--- src/rtl/config_frame_sequencer_pkg.sv ---
// Shared config-path types and constants for the config port block,
// the frame sequencer and the frame data registers.
package config_pkg;

   typedef enum logic [1:0] {
      IDLE,
      ADDR,
      DATA
   } cfg_state_e;

   localparam int unsigned FrameBitsPerRow  = 32;
   localparam logic [31:0] SyncWordDefault  = 32'hFAB0_FAB1;
   localparam int unsigned DesyncBitDefault = 20;

endpackage

--- src/rtl/config_frame_sequencer_if.sv ---
// Config word input and fabric frame-write outputs of the sequencer.
interface config_frame_sequencer_if #(
   parameter int unsigned RowSelectWidth = 5
);
   import config_pkg::*;

   logic [FrameBitsPerRow-1:0] WriteData;
   logic                       WriteStrobe;
   logic [31:0]                FrameAddressRegister;
   logic                       LongFrameStrobe;
   logic [RowSelectWidth-1:0]  RowSelect;
   logic [FrameBitsPerRow-1:0] RowWriteData;
   logic                       RowWriteStrobe;
   logic                       Active;
   logic [15:0]                FramesWritten;
   logic                       Error;

   modport slave (
      input  WriteData,
      input  WriteStrobe,
      output FrameAddressRegister,
      output LongFrameStrobe,
      output RowSelect,
      output RowWriteData,
      output RowWriteStrobe,
      output Active,
      output FramesWritten,
      output Error
   );

   modport master (
      output WriteData,
      output WriteStrobe,
      input  FrameAddressRegister,
      input  LongFrameStrobe,
      input  RowSelect,
      input  RowWriteData,
      input  RowWriteStrobe,
      input  Active,
      input  FramesWritten,
      input  Error
   );

endinterface

--- src/rtl/config_frame_sequencer.sv ---
// Turns the config word stream into per-row frame writes and
// a closing LongFrameStrobe per completed frame.
module config_frame_sequencer
   import config_pkg::*;
#(
   parameter int unsigned NumberOfRows      = 16,
   parameter int unsigned RowSelectWidth    = 5,
   parameter int unsigned DesyncBit         = DesyncBitDefault,
   parameter logic [31:0] SyncWord          = SyncWordDefault,
   parameter logic [15:0] FramesWrittenInit = 16'h0000
) (
   input logic                      CLK,
   input logic                      reset,
   config_frame_sequencer_if.slave  bus
);

   localparam logic [RowSelectWidth-1:0] RowIdle = '1;
   localparam logic [RowSelectWidth-1:0] LastRow =
      RowSelectWidth'(NumberOfRows - 1);

   cfg_state_e                 state_q, state_d;
   logic                       acc_q, acc_d;
   logic                       err_q, err_d;
   logic [31:0]                far_q, far_d;
   logic [RowSelectWidth-1:0]  row_q, row_d;
   logic [RowSelectWidth-1:0]  rsel_q, rsel_d;
   logic [FrameBitsPerRow-1:0] rwd_q, rwd_d;
   logic                       rws_q, rws_d;
   logic                       last_q, last_d;
   logic                       lfs_q, lfs_d;
   logic [15:0]                frames_q, frames_d;

   logic stb, drop, is_sync, desync, last_row;
   logic ld_sync, ld_addr, wr_row;

   // a strobe right after an accepted one is dropped, not processed
   assign stb      = bus.WriteStrobe & ~acc_q;
   assign drop     = bus.WriteStrobe & acc_q;
   assign is_sync  = bus.WriteData == SyncWord;
   assign desync   = bus.WriteData[DesyncBit];
   assign last_row = row_q == LastRow;
   assign ld_sync  = stb & is_sync & (state_q == IDLE);
   assign ld_addr  = stb & ~desync & (state_q == ADDR);
   assign wr_row   = stb & (state_q == DATA);

   always_ff @(posedge CLK) begin
      if (reset) begin
         state_q  <= IDLE;
         acc_q    <= 1'b0;
         err_q    <= 1'b0;
         far_q    <= '0;
         row_q    <= '0;
         rsel_q   <= RowIdle;
         rwd_q    <= '0;
         rws_q    <= 1'b0;
         last_q   <= 1'b0;
         lfs_q    <= 1'b0;
         frames_q <= FramesWrittenInit;
      end else begin
         state_q  <= state_d;
         acc_q    <= acc_d;
         err_q    <= err_d;
         far_q    <= far_d;
         row_q    <= row_d;
         rsel_q   <= rsel_d;
         rwd_q    <= rwd_d;
         rws_q    <= rws_d;
         last_q   <= last_d;
         lfs_q    <= lfs_d;
         frames_q <= frames_d;
      end
   end

   always_comb begin
      state_d = state_q;
      unique case (state_q)
         IDLE:    if (ld_sync) state_d = ADDR;
         ADDR:    if (stb) state_d = desync ? IDLE : DATA;
         DATA:    if (stb && last_row) state_d = ADDR;
         default: state_d = IDLE;
      endcase
   end

   always_comb begin
      acc_d    = stb & ((state_q != IDLE) | is_sync);
      err_d    = err_q;
      far_d    = far_q;
      row_d    = row_q;
      rwd_d    = rwd_q;
      rws_d    = 1'b0;
      last_d   = 1'b0;
      rsel_d   = (state_q == DATA) ? rsel_q : RowIdle;
      lfs_d    = last_q;
      frames_d = frames_q;
      if (last_q && frames_q != 16'hFFFF) frames_d = frames_q + 16'd1;
      unique case (1'b1)
         drop:    err_d = 1'b1;
         ld_sync: err_d = 1'b0;
         ld_addr: begin
            far_d = bus.WriteData;
            row_d = '0;
         end
         wr_row: begin
            rwd_d  = bus.WriteData;
            rsel_d = row_q;
            rws_d  = 1'b1;
            last_d = last_row;
            row_d  = last_row ? '0 : row_q + 1'b1;
         end
         default: ;
      endcase
   end

   assign bus.FrameAddressRegister = far_q;
   assign bus.LongFrameStrobe      = lfs_q;
   assign bus.RowSelect            = rsel_q;
   assign bus.RowWriteData         = rwd_q;
   assign bus.RowWriteStrobe       = rws_q;
   assign bus.Active               = state_q != IDLE;
   assign bus.FramesWritten        = frames_q;
   assign bus.Error                = err_q;

endmodule

--- src/flat_wrapper.sv ---
// flat-port wrapper written by rule: the top's interface ports become plain ports
module config_frame_sequencer_flat import config_pkg::*;
#(
   parameter int unsigned NumberOfRows      = 16,
   parameter int unsigned RowSelectWidth    = 5,
   parameter int unsigned DesyncBit         = DesyncBitDefault,
   parameter logic [31:0] SyncWord          = SyncWordDefault,
   parameter logic [15:0] FramesWrittenInit = 16'h0000
)
  (CLK, reset, bus_WriteData, bus_WriteStrobe, bus_FrameAddressRegister, bus_LongFrameStrobe, bus_RowSelect, bus_RowWriteData, bus_RowWriteStrobe, bus_Active, bus_FramesWritten, bus_Error);
  config_frame_sequencer_if #(.RowSelectWidth(RowSelectWidth)) bus_i ();
  input logic CLK;
  input logic reset;
  input wire logic [$bits(bus_i.WriteData)-1:0] bus_WriteData;
  input wire logic [$bits(bus_i.WriteStrobe)-1:0] bus_WriteStrobe;
  output wire logic [$bits(bus_i.FrameAddressRegister)-1:0] bus_FrameAddressRegister;
  output wire logic [$bits(bus_i.LongFrameStrobe)-1:0] bus_LongFrameStrobe;
  output wire logic [$bits(bus_i.RowSelect)-1:0] bus_RowSelect;
  output wire logic [$bits(bus_i.RowWriteData)-1:0] bus_RowWriteData;
  output wire logic [$bits(bus_i.RowWriteStrobe)-1:0] bus_RowWriteStrobe;
  output wire logic [$bits(bus_i.Active)-1:0] bus_Active;
  output wire logic [$bits(bus_i.FramesWritten)-1:0] bus_FramesWritten;
  output wire logic [$bits(bus_i.Error)-1:0] bus_Error;
  assign bus_i.WriteData = bus_WriteData;
  assign bus_i.WriteStrobe = bus_WriteStrobe;
  assign bus_FrameAddressRegister = bus_i.FrameAddressRegister;
  assign bus_LongFrameStrobe = bus_i.LongFrameStrobe;
  assign bus_RowSelect = bus_i.RowSelect;
  assign bus_RowWriteData = bus_i.RowWriteData;
  assign bus_RowWriteStrobe = bus_i.RowWriteStrobe;
  assign bus_Active = bus_i.Active;
  assign bus_FramesWritten = bus_i.FramesWritten;
  assign bus_Error = bus_i.Error;
  config_frame_sequencer #(.NumberOfRows(NumberOfRows), .RowSelectWidth(RowSelectWidth), .DesyncBit(DesyncBit), .SyncWord(SyncWord), .FramesWrittenInit(FramesWrittenInit)) u_core (.CLK(CLK), .reset(reset), .bus(bus_i));
endmodule
--- config.mk ---
export PLATFORM = sky130hd
export DESIGN_NAME = config_frame_sequencer_flat
export DESIGN_NICKNAME = d
export VERILOG_FILES = /design/src/rtl/config_frame_sequencer_pkg.sv /design/src/rtl/config_frame_sequencer_if.sv /design/src/rtl/config_frame_sequencer.sv /design/src/flat_wrapper.sv
export SDC_FILE = /design/constraint.sdc
export NUM_CORES = 1
export LEC_CHECK = 0
export ABC_AREA = 1
export ABC_CLOCK_PERIOD_IN_PS = 1370
export BUFFER_PORTS_ARGS = -buffer_cell sky130_fd_sc_hd__buf_2
export CAP_MARGIN = 25
export CORE_MARGIN = 4
export CORE_UTILIZATION = 46
export DETAILED_ROUTE_END_ITERATION = 8
export HOLD_SLACK_MARGIN = 0.02
export PLACE_DENSITY = 0.76
export SLEW_MARGIN = 20
export SYNTH_ARGS = -nofsm -noshare
export SYNTH_HDL_FRONTEND = slang
export SYNTH_SLANG_ARGS = --single-unit
--- constraint.sdc ---
create_clock -name CLK -period 1.37 [get_ports CLK]
set_input_delay 0.0685 -clock CLK [delete_from_list [all_inputs] [get_ports CLK]]
set_output_delay 0.0685 -clock CLK [all_outputs]
set_load 0.02 [all_outputs]
; ---- After elaboration in Yosys (flattened, before gate mapping)
; Index checks and enable logic that the tools add are counted.
[classes]
div_mod_pow = 0
mul = 0
bitwise_logic = 12
shifts = 0
magnitude_cmp = 0
reduce_logical = 8
addsub = 2
mux = 11
eq_ne = 9
[op_table]
columns = op, n
row1 = $eq 32x32->1 const B, 1
row2 = $add 16x1->16 const B, 1
row3 = $ne 16x16->1 const B, 1
row4 = $mux 5, 3
row5 = $pmux 5 s2, 1
row6 = $and 1x1->1, 8
row7 = $mux 2, 4
row8 = $ne 2x1->1 const B, 3
row9 = $pmux 2 s3, 1
row10 = $reduce_bool 2->1, 3
row11 = $add 5x1->5 const B, 1
row12 = $eq 5x4->1 const B, 1
row13 = $not 1->1, 3
row14 = $reduce_and 3->1, 1
row15 = $eq 2x1->1 const B, 1
row16 = $eq 2x2->1 const B, 1
row17 = $logic_and 1x1->1, 2
row18 = $logic_not 2->1, 1
row19 = $ne 2x2->1 const B, 1
row20 = $pmux 1 s2, 1
row21 = $reduce_or 2->1, 1
row22 = $mux 1, 1
row23 = $or 1x1->1, 1
[word_totals]
romBits = 0
latchBits = 0
n_memories = 0
ram_bits = 0
elab_cells = 53
input_bits = 35
out_inout_bits = 89
ff_bits = 97

; ---- Longest topological paths before layout
; Gate-level depths: netlist of the first run.
[logic_depth]
depth_word = 6
mapped_depth = 9
depth_no_buf = 9

; ---- Worst setup path before layout of the first run
; OpenSTA, ideal clock, no wires.
[synth_path]
kind = reg2reg
startpoint = register u_core.frames_q[0], in the netlist u_core.bus.FramesWritten[0]
endpoint = register u_core.frames_q[1], in the netlist u_core.bus.FramesWritten[1]
setup_time_ps = 116
period_less_slack_ps = 1635
n_path_buf = 1
required_time_ps = 1254
path_stages_with_launch = 10
arrival_time_ps = 1519
path_slack_ps = -265
path_cell_list = dfxtp_1 ha_1 nand3_2 inv_2 nand2_2 nor2_2 a21oi_2 buf_4 nor2_1 nor2_1
[synth_via]
elab_chain_cells = 2
elab_cells_between_ends = 3
cone_classes = add/sub (1) / eq/ne (1) / reduce/logical (1)
[synth_lines]
columns = item, line
row1 = start: declaration, config_frame_sequencer.sv:31  ; logic [15:0] frames_q, frames_d;
row2 = start signal: assignment, config_frame_sequencer.sv:58  ; frames_q <= FramesWrittenInit;
row3 = start signal: assignment, config_frame_sequencer.sv:70  ; frames_q <= frames_d;
row4 = branches (longest 2 deep; another with $add 16x1->16), n/a
; Several ways; the timed one is not identified.
; A chain may end at the register's enable or synchronous reset.

; ---- Worst setup path in the final report of the first run
[layout_path]
startpoint = register u_core.state_q[1]
endpoint = register u_core.row_q[4]
[layout_via]
elab_chain_cells = 3
elab_cells_between_ends = 6
cone_classes = eq/ne (2) / mux (1) / bitwise (2) / reduce/logical (1)
[layout_lines]
columns = item, line
row1 = start: declaration, config_frame_sequencer.sv:21  ; cfg_state_e state_q, state_d;
row2 = start signal: assignment, config_frame_sequencer.sv:60  ; state_q <= state_d;
row3 = $eq 2x2->1 / $eq 2x1->1 (equally long branches), "config_frame_sequencer.sv:44, config_frame_sequencer.sv:43"
row4 = "$and 1x1->1, on equally long branches", "config_frame_sequencer.sv:44, config_frame_sequencer.sv:43"
row5 = $pmux 5 s2 / $reduce_bool 2->1 (equally long branches), n/a
row6 = end signal: assignment, config_frame_sequencer.sv:64  ; row_q <= row_d;
row7 = end: declaration, config_frame_sequencer.sv:25  ; logic [RowSelectWidth-1:0] row_q, row_d;
; Several ways; a longest one is shown, not always the timed one.

==> qor.csv, run 1 <==
metric,value,unit
outcome,"finished, violations left",
violations,setup timing,
hold_depth,2,
post-route-util,69.2,%
antenna_found_initial,0,
holdWs,0.0397,ns
skew,0.0157,ns
final_cell_mix,"123 x buf_2, 108 x nor2_1, 89 x nand2_1",
synth_top_area_share,50.0,%
rsz0062_at_grt,yes,
crit_path_start_kind,flop,
timing.reg2reg.setup_slack,-0.02,ns
cts_made_buffers,9,
synth_cells,530,
hp-start,reset,
slew-limit-headroom,75.1,%
path_buf_inv,4,
h-tree-depth,3,
critPathCaptureType,flop,
areaGrowthSynthToFinish,46.2,%
period_minus_slack,1.39,ns
ir_drop,0.677,mV
cpPeakStageDelay,0.34,ns
drt-total-wl,12500,µm
final_net_count,754,
cts_tree,done,
via_count,4266,
pre_cts_slack,-0.0117,ns
io_pins,124,
reg2reg_to,u_core.row_q[4],
fillCellCount,609,
hp-class,in2reg,
grt.total_usage,23.1,%
drt_first_pass_iters,7,
synth.area.top_cells,"dfxtp_1 50%, nor2_1 11%, o21ai_0 9.4%, nand2_1 8.9%, a21oi_1 6.2%",
setup_viol,2,
final_layout_size_suffix_gt1_share,33.9,%
cp_top_family,simple AND/OR/NAND/NOR gates,
critPathArrivalTime,1.65,ns
grt_max_degree,48,
wire_per_inst,15.1,µm
hold_end,u_core.bus.FramesWritten[7],
yosysTopAreaCell,dfxtp_1,
dieHeight,99.9,µm
cp_slowest_cell,dfxtp_2,
startpoint,u_core.state_q[1],
diodes,0,
path_cells,inv_2 -> nor2_4 -> inv_2 -> nor2_4 -> buf_12 -> buf_6 -> nor2_4 -> a21oi_1 -> nor3_1,
yosys_warnings,0,
ys_ff_latch,97,
die_w,99.9,µm
ys_types,27,
row_count,33,
setup_ws,-0.0224,ns
viasPerCell,5.16,
cts_max_path_buffers,2,
p_leak,2.66,nW
cpMostUsedCell,nor2_4,
cts.clk_slew.worst_paths,0.09,ns
place_congestion,0.899,
sw_frac_of_total,24.6,%
clockRootBuffer,clkbuf_8,
crit_type,reg2reg,
internal_power,3.68,mW
cp_max_fo,5,
seq_power_share,57.6,%
worst_pin_slew,0.374,ns
p_comb_share,5.3,%
drt-initial-drc-count,228,
hold_viol_final,0,
grt_overflow,0,
final_common_cell,buf_2,
grt_pass1_wl,18700,µm
place_hpwl,7960,µm
start_util,47.3,%
r2r_start,u_core.state_q[1],
drc,0,
ff2ff_path_depth,9,
coreArea,8220,µm²
p_sw,1.20,mW
clock_sinks,97,
syn_avg_cell_area,7.33,µm²
drv_cap,0,
slew_viol_final,0,
grt_pass1_vias,3987,
p_clk_share,37.2,%
fp.dieArea,9990,µm²
critPathRequiredTime,1.63,ns
min_period_over_period,102,%
clk_latency,0.37,ns
synth_fp_nets,567,
synth.cell_area,3890,µm²
max_freq,0.718,GHz
place.port_buffers,123,
ys_seq_area_share,50.0,%
p_per_area,860,nW/µm²
antenna_left,0,
cell type report:
class / instances / area [µm²] / share of cell area [%]
clock buffer: 10 / 138 / 2.42
clock inverter: 6 / 55.1 / 0.969
inverter: 37 / 144 / 2.53
multi-input combinational: 370 / 1810 / 31.8
sequential: 97 / 1970 / 34.7
tap: 105 / 131 / 2.31
timing repair buffer: 202 / 1440 / 25.3
metal layers:
metal / vias up / GRT usage [%] / wire length, µm
met4: 0 / 8.61 / 292
li1: 2069 / - / -
met1: 1979 / 26.9 / 4850
met3: 29 / 6.39 / 937
met5: - / 0 / 0
met2: 189 / 40.3 / 6450
registers in the layout, indices dropped and copies added, names as in the netlist:
signal	cells
u_core.bus.LongFrameStrobe	1
u_core.bus.Error	1
u_core.bus.FramesWritten	16
u_core.acc_q	1
u_core.last_q	1
u_core.bus.RowWriteData	32
u_core.bus.RowSelect	5
u_core.bus.FrameAddressRegister	32
u_core.state_q	2
u_core.bus.RowWriteStrobe	1
u_core.row_q	5
power by group through the flow:
stage	Sequential, mW	Combinational, mW	Clock (mW)
after floorplan	2.88	0.0821	0
after CTS	2.81	0.243	1.84
final	2.81	0.257	1.82
after detailed placement	2.88	0.172	0
after global routing	2.81	0.280	1.95
after global placement	2.88	0.169	0
repair_timing:
action                                 CTS  global route
buffers inserted                         0             7
hold buffers                            32             0
endpoints found under the hold margin   61             0
pin swaps                                1            10
resized for setup                        4            43
cloned                                   0             4
setup endpoints to repair               10            69
how the worst max path moves through the flow:
stage          slack, ns                     endpoint  cells after the start
5_1_grt            -0.09              u_core.row_q[4]                      9
6_report           -0.02              u_core.row_q[4]                      9
3_3_place_gp        0.03  u_core.bus.FramesWritten[9]                      9
2_1_floorplan     0.0007  u_core.bus.FramesWritten[1]                      9
3_5_place_dp       -0.01      u_core.bus.RowSelect[1]                      8
4_1_cts            -0.01  u_core.bus.FramesWritten[3]                      9
cells in the mapped netlist:
library cell and n:
clkbuf_1 13, buf_4 2, nand3_1 9, nor2_2 2, nand2_1 92, inv_2 4
o21ai_0 73, xor2_1 5, buf_6 1, o21ai_2 1, inv_1 32, buf_1 1
o22ai_1 2, nor3_1 6, nand4_1 2, xnor2_1 5, nor3_4 1, a21oi_2 1
nand2_2 2, nand3_2 1, buf_2 9, a21oi_1 48, nor2_4 1, ha_1 2
nor2_1 117, dfxtp_1 97, clkinv_1 1
worst reg2reg max path, delay by kind of cell (launching register included):
kind	cells	cell delay [ns]
buffers and inverters	4	0.37
DFF	1	0.34
AOI/OAI and AO/OA	1	0.16
and+or+nand+nor	4	0.41
logic make-up (layout without fill, tap and decap cells):
family,Yosys count,after routing,synth area share (%)
AND/OR/NAND/NOR,233,233,24.0
AO/OA/AOI/OAI,125,125,16.4
flip-flops,97,97,50.0
buffers and inverters,63,255,6.76
XOR/XNOR,10,10,2.25
adder cells (fa/ha/maj),2,2,0.644
metrics by stage:
stage               total power, mW  area [µm²]  TNS [ns]  cells
CTS                            4.90        5410   -0.0114    816
global route                   5.05        5680     -1.83    827
floorplan                      2.96        3940         0    530
finish                         4.89        5680   -0.0230    827
detailed placement             3.05        4880   -0.0308    768
global placement               3.05        4880         0    768
Power figures use the tool's default switching activity.
==> run 2: changes to the inputs <==
- HOLD_SLACK_MARGIN: 0.02 -> 0.1
==> qor.csv, run 2 (same netlist as run 1, synthesis figures left out) <==
metric,value,unit
row_count,33,
hold_viol_final,0,
start_util,47.3,%
startpoint,u_core.state_q[1],
ff2ff_path_depth,9,
met1_usage,27.0,%
ir_drop,0.675,mV
skew,0.0139,ns
grt_pass1_vias,4003,
die_w,99.9,µm
slew_viol_final,0,
max_freq,0.726,GHz
cp_max_fo,5,
crit_end,u_core.row_q[4],
cts_max_path_buffers,2,
fp.dieArea,9990,µm²
drt_first_pass_iters,5,
place_hpwl,7960,µm
cts.clk_slew.worst_paths,0.09,ns
p_per_area,857,nW/µm²
r2r_start,u_core.state_q[1],
final_common_cell,buf_2,
grt_util_met2,40.5,%
dp.cells,768,
via_count,4277,
hp-start,bus_WriteStrobe,
grt.met3_usage,6.39,%
critPathArrivalTime,1.64,ns
crit_path_start_kind,flop,
drt-initial-drc-count,257,
setup_viol,6,
setup_ws,-0.00836,ns
reg2reg_to,u_core.row_q[4],
final_net_count,757,
grt.total_usage,23.2,%
hp-class,in2reg,
timing.reg2reg.setup_slack,-0.008,ns
slew-limit-headroom,79.4,%
drt-total-wl,12500,µm
dpl_cell_area,4880,µm²
rsz0062_at_grt,yes,
violations,setup timing,
final_cell_mix,"123 x buf_2, 108 x nor2_1, 89 x nand2_1",
clock_sinks,97,
place_congestion,0.899,
drc,0,
h-tree-depth,3,
worst_pin_slew,0.308,ns
wire_per_inst,15.0,µm
finish.instance_area,5720,µm²
grt_pass1_wl,18800,µm
crit_type,reg2reg,
p_leak,2.68,nW
place.port_buffers,123,
clk_latency,0.37,ns
antenna_found_initial,0,
critPathRequiredTime,1.63,ns
top_usage_layer,met2,
areaGrowthSynthToFinish,47.1,%
clockRootBuffer,clkbuf_8,
grt_overflow,0,
grt_max_degree,48,
outcome,"finished, violations left",
io_pins,124,
period_minus_slack,1.38,ns
cts_tree,done,
drv_cap,0,
antenna_left,0,
diodes,0,
min_period_over_period,101,%
coreArea,8220,µm²
cts_made_buffers,9,
final_layout_size_suffix_gt1_share,33.8,%
stdcell_count,830,
critPathCaptureType,flop,
viasPerCell,5.15,
dieHeight,99.9,µm
==> run 2: repair_timing <==
item | in CTS | in global routing
setup buffers | 0 | 7
gates cloned | 0 | 4
hold buffers | 35 | 0
endpoints found under the setup margin | 10 | 69
gates resized for setup | 4 | 42
endpoints found under the hold margin | 75 | 0
pin swaps | 1 | 10
==> run 2: per-stage QoR <==
| step | setup slack [ns] | setup TNS (ns) | utilization (%) | total power, mW | hold slack, ns |
|---|---|---|---|---|---|
| floorplan | 0.000721 | 0 | - | 2.96 | 0.203 |
| finish | -0.00836 | -0.0262 | 69.6 | 4.90 | 0.131 |
| global placement | 0.0332 | 0 | 59.4 | 3.05 | 0.326 |
| CTS | -0.0114 | -0.0114 | 66.2 | 4.91 | 0.0998 |
| detailed placement | -0.0117 | -0.0308 | 59.4 | 3.05 | 0.335 |
| global route | -0.126 | -2.54 | 69.6 | 5.06 | 0.159 |
==> run 2: how the worst min path moves through the flow <==
| stage | endpoint | depth (start not counted) | slack (ns) |
|---|---|---|---|
| floorplan | u_core.bus.RowWriteData[25] | 2 | 0.20 |
| detailed placement | u_core.bus.RowWriteData[28] | 3 | 0.34 |
| global route | u_core.bus.Error | 6 | 0.16 |
| finish | u_core.bus.Error | 6 | 0.13 |
| global placement | u_core.bus.RowWriteData[13] | 3 | 0.33 |
| CTS | u_core.bus.Error | 6 | 0.1 |
==> run 2: area by class of cell <==
class                           instances  area [µm²]
Fill cell                             603        2500
Sequential cell                        97        1970
Multi-Input combinational cell        370        1810
Timing Repair Buffer                  205        1470
Inverter                               37         144
Clock buffer                           10         138
Tap cell                              105         131
Clock inverter                          6        55.1
==> run 2: worst max-delay path: stages (launching register included) <==
cell	delay, ns
dfxtp_2	0.35
inv_2	0.05
nor2_4	0.13
inv_2	0.06
nor2_4	0.16
buf_12	0.13
buf_6	0.11
nor2_4	0.05
a21oi_1	0.16
nor3_1	0.07
==> run 2: metal layers <==
metal	vias up	wire (µm)
li1	2077	-
met1	1973	4830
met2	195	6330
met3	32	994
met4	0	307
met5	-	0
==> run 2: power by group <==
part | internal (mW) | leakage, nW | switching [mW]
logic | 0.129 | 1.79 | 0.136
registers | 2.81 | 0.792 | 0.0000639
clock network | 0.749 | 0.0998 | 1.07
total | 3.69 | 2.68 | 1.21
==> run 3: changes to the inputs <==
- ABC_AREA: 1 -> not set
- CELL_PAD_IN_SITES_DETAIL_PLACEMENT: not set -> 1
- CELL_PAD_IN_SITES_GLOBAL_PLACEMENT: not set -> 1
- CORE_MARGIN: 4 -> not set
- CORE_UTILIZATION: 46 -> 33
- PLACE_DENSITY: 0.76 -> not set
- PLACE_DENSITY_LB_ADDON: not set -> 0.1
==> qor.csv, run 3 <==
metric,value,unit
grt_max_degree,36,
cts.clk_slew.worst_paths,0.07,ns
fp.dieArea,12000,µm²
ys_ff_latch,97,
drt-initial-drc-count,163,
final_layout_size_suffix_gt1_share,47.4,%
grt_overflow,0,
timing.reg2reg.setup_slack,-0.11,ns
hold_viol_final,0,
slew_viol_final,0,
place_hpwl,8750,µm
cp_top_family,simple AND/OR/NAND/NOR gates,
h-tree-depth,3,
worst-path-stages,4,
synthFlopType,dfxtp_1,
viasPerCell,5.14,
io_pins,124,
syn_avg_cell_area,8.21,µm²
setup_viol,15,
synthArstFlopShare,0,%
synth_cells,463,
met3_length,733,µm
ir_drop,0.599,mV
grt_pass1_wl,21400,µm
crit_type,reg2reg,
antenna_found_initial,0,
cts_made_buffers,9,
clock_sinks,97,
path_buf_inv,0,
outcome,"finished, violations left",
yosysMostFrequentCell,nand2_1,
clockRootBuffer,clkbuf_16,
wire_per_inst,17.5,µm
period_minus_slack,1.48,ns
cts_max_path_buffers,2,
diodes,0,
multiInputGateArea,2150,µm²
start_util,34.5,%
drc,0,
setup_tns,-0.812,ns
row_count,38,
rsz0062_at_grt,yes,
drt_first_pass_iters,4,
max_freq,0.677,GHz
synth_edf_count,0,
grt_pass1_vias,4286,
drt-total-wl,14500,µm
via_count,4243,
reg2reg_to,u_core.bus.FramesWritten[9],
finish.instance_area,6360,µm²
drv_cap,0,
p_leak,2.68,nW
synth_top_area_share,51.1,%
place_congestion,0.740,
place.port_buffers,123,
wl_met1,6020,µm
ys_top_cells_by_count,"144 x nand2_1, 97 x dfxtp_1, 79 x a21oi_1, 15 x clkbuf_1, 13 x nor2_1",
routed.top_layer,met4,
setup_ws,-0.107,ns
final_net_count,718,
antenna_left,0,
cpPeakStageDelay,0.44,ns
startpoint,u_core.bus.FramesWritten[2],
wl_met2,7390,µm
min_period_over_period,108,%
cp_max_fo,9,
fillCellCount,1326,
p_total,5.63,mW
dpl_cell_area,5060,µm²
stdcell_count,825,
areaGrowthSynthToFinish,67.2,%
synth_fp_nets,500,
p_per_area,886,nW/µm²
yosys_warnings,0,
critPathRequiredTime,1.64,ns
path_cells,and4_4 -> nand4_4 -> or4_1 -> a21oi_1,
register_area,1980,µm²
critPathArrivalTime,1.75,ns
ys_seq_area_share,51.1,%
yosysTopAreaCell,dfxtp_1,
r2r_start,u_core.bus.FramesWritten[2],
ys_types,45,
synth.cell_area,3800,µm²
dieHeight,109,µm
ff2ff_path_depth,4,
cp_slowest_cell,or4_1,
cts_tree,done,
coreArea,11000,µm²
clk_latency,0.35,ns
slew-limit-headroom,60.9,%
skew,0.00800,ns
die_w,109,µm
grt.total_usage,23.7,%
dp.cells,761,
hp-class,in2reg,
final_common_cell,buf_2,
final_cell_mix,"122 x buf_2, 115 x nand2_1, 76 x dfxtp_1",
crit_path_start_kind,flop,
violations,setup timing,
synth.area.top_cells,"dfxtp_1 51%, nand2_1 14%, a21oi_1 10%, or3_1 1.6%, buf_2 1.6%",
worst_pin_slew,0.587,ns
critPathCaptureType,flop,
crit_end,u_core.bus.FramesWritten[9],
## run 3: cell types whose count changed after synthesis, sizes merged, moves of 5 or more
cell / previous run / this run
a21oi: 49 / 79
nand2b: 0 / 5
nand4: 2 / 11
xor2: 5 / 0
nor2b: 0 / 6
inv: 36 / 3
nor4: 0 / 5
or3: 0 / 10
nor2: 120 / 14
nand2: 94 / 144
o21ai: 74 / 9
## run 3: timing repair
| action | 4_1_cts | 5_1_grt |
|---|---|---|
| pin swaps | 22 | 32 |
| endpoints found under the setup margin | 74 | 81 |
| gates resized for setup | 26 | 90 |
| gates cloned | 3 | 6 |
| hold buffers | 29 | 0 |
| hold endpoints to repair | 55 | 0 |
| setup buffers | 9 | 7 |
## run 3: worst min path at each step
stage / slack, ns / endpoint / startpoint / depth (start not counted)
3_3_place_gp: 0.33 / u_core.bus.RowWriteData[2] / bus_WriteData[2] / 3
2_1_floorplan: 0.20 / u_core.bus.FrameAddressRegister[29] / bus_WriteData[29] / 2
4_1_cts: 0.10 / u_core.bus.FrameAddressRegister[24] / bus_WriteData[24] / 4
3_5_place_dp: 0.34 / u_core.bus.RowWriteData[10] / bus_WriteData[10] / 3
6_report: 0.10 / u_core.bus.FrameAddressRegister[24] / bus_WriteData[24] / 4
5_1_grt: 0.11 / u_core.bus.FrameAddressRegister[24] / bus_WriteData[24] / 4
## run 3: layout make-up
cell class | count | area share [%]
Clock buffer | 14 | 4.49
Clock inverter | 1 | 0.118
Inverter | 3 | 0.177
Multi-Input combinational cell | 336 | 33.8
Sequential cell | 97 | 31.1
Tap cell | 140 | 2.76
Timing Repair Buffer | 234 | 27.5
## run 3: per-layer routing
metal  GRT usage (%)  up-vias
met5               0        -
met4            9.43        0
met3            5.04       22
met2            42.9      101
met1            27.0     2083
li1                -     2037
## run 3: kinds of logic (layout without fill, tap and decap cells)
group	count (synthesis)	after routing	synth area share, %
DFF	97	97	51.1
adders and majority gates	2	2	0.658
AOI/OAI and AO/OA	101	101	14.3
and+or+nand+nor	229	230	29.6
buffers and inverters	31	252	3.46
muxes	2	2	0.658
xor gates and xnor gates	1	1	0.230
## run 3: worst min-delay path, stage by stage
cell and delay [ns]:
buf_2 0.11, buf_4 0.14, nand2_4 0.05, a21oi_2 0.04
## run 3: report_power, final
group	leakage, nW	switching [mW]	total [mW]	internal [mW]
Clock	0.140	1.10	2.54	1.43
Sequential	0.793	0.0000000000410	2.81	2.81
Combinational	1.75	0.144	0.284	0.140
## run 3: stage by stage
stage	hold WS (ns)	setup slack [ns]	utilization (%)
final	0.100	-0.107	57.6
after global placement	0.331	-0.204	45.9
after CTS	0.101	-0.119	53.9
after global routing	0.108	-0.177	57.6
after floorplan	0.204	-0.105	-
after detailed placement	0.340	-0.180	45.9
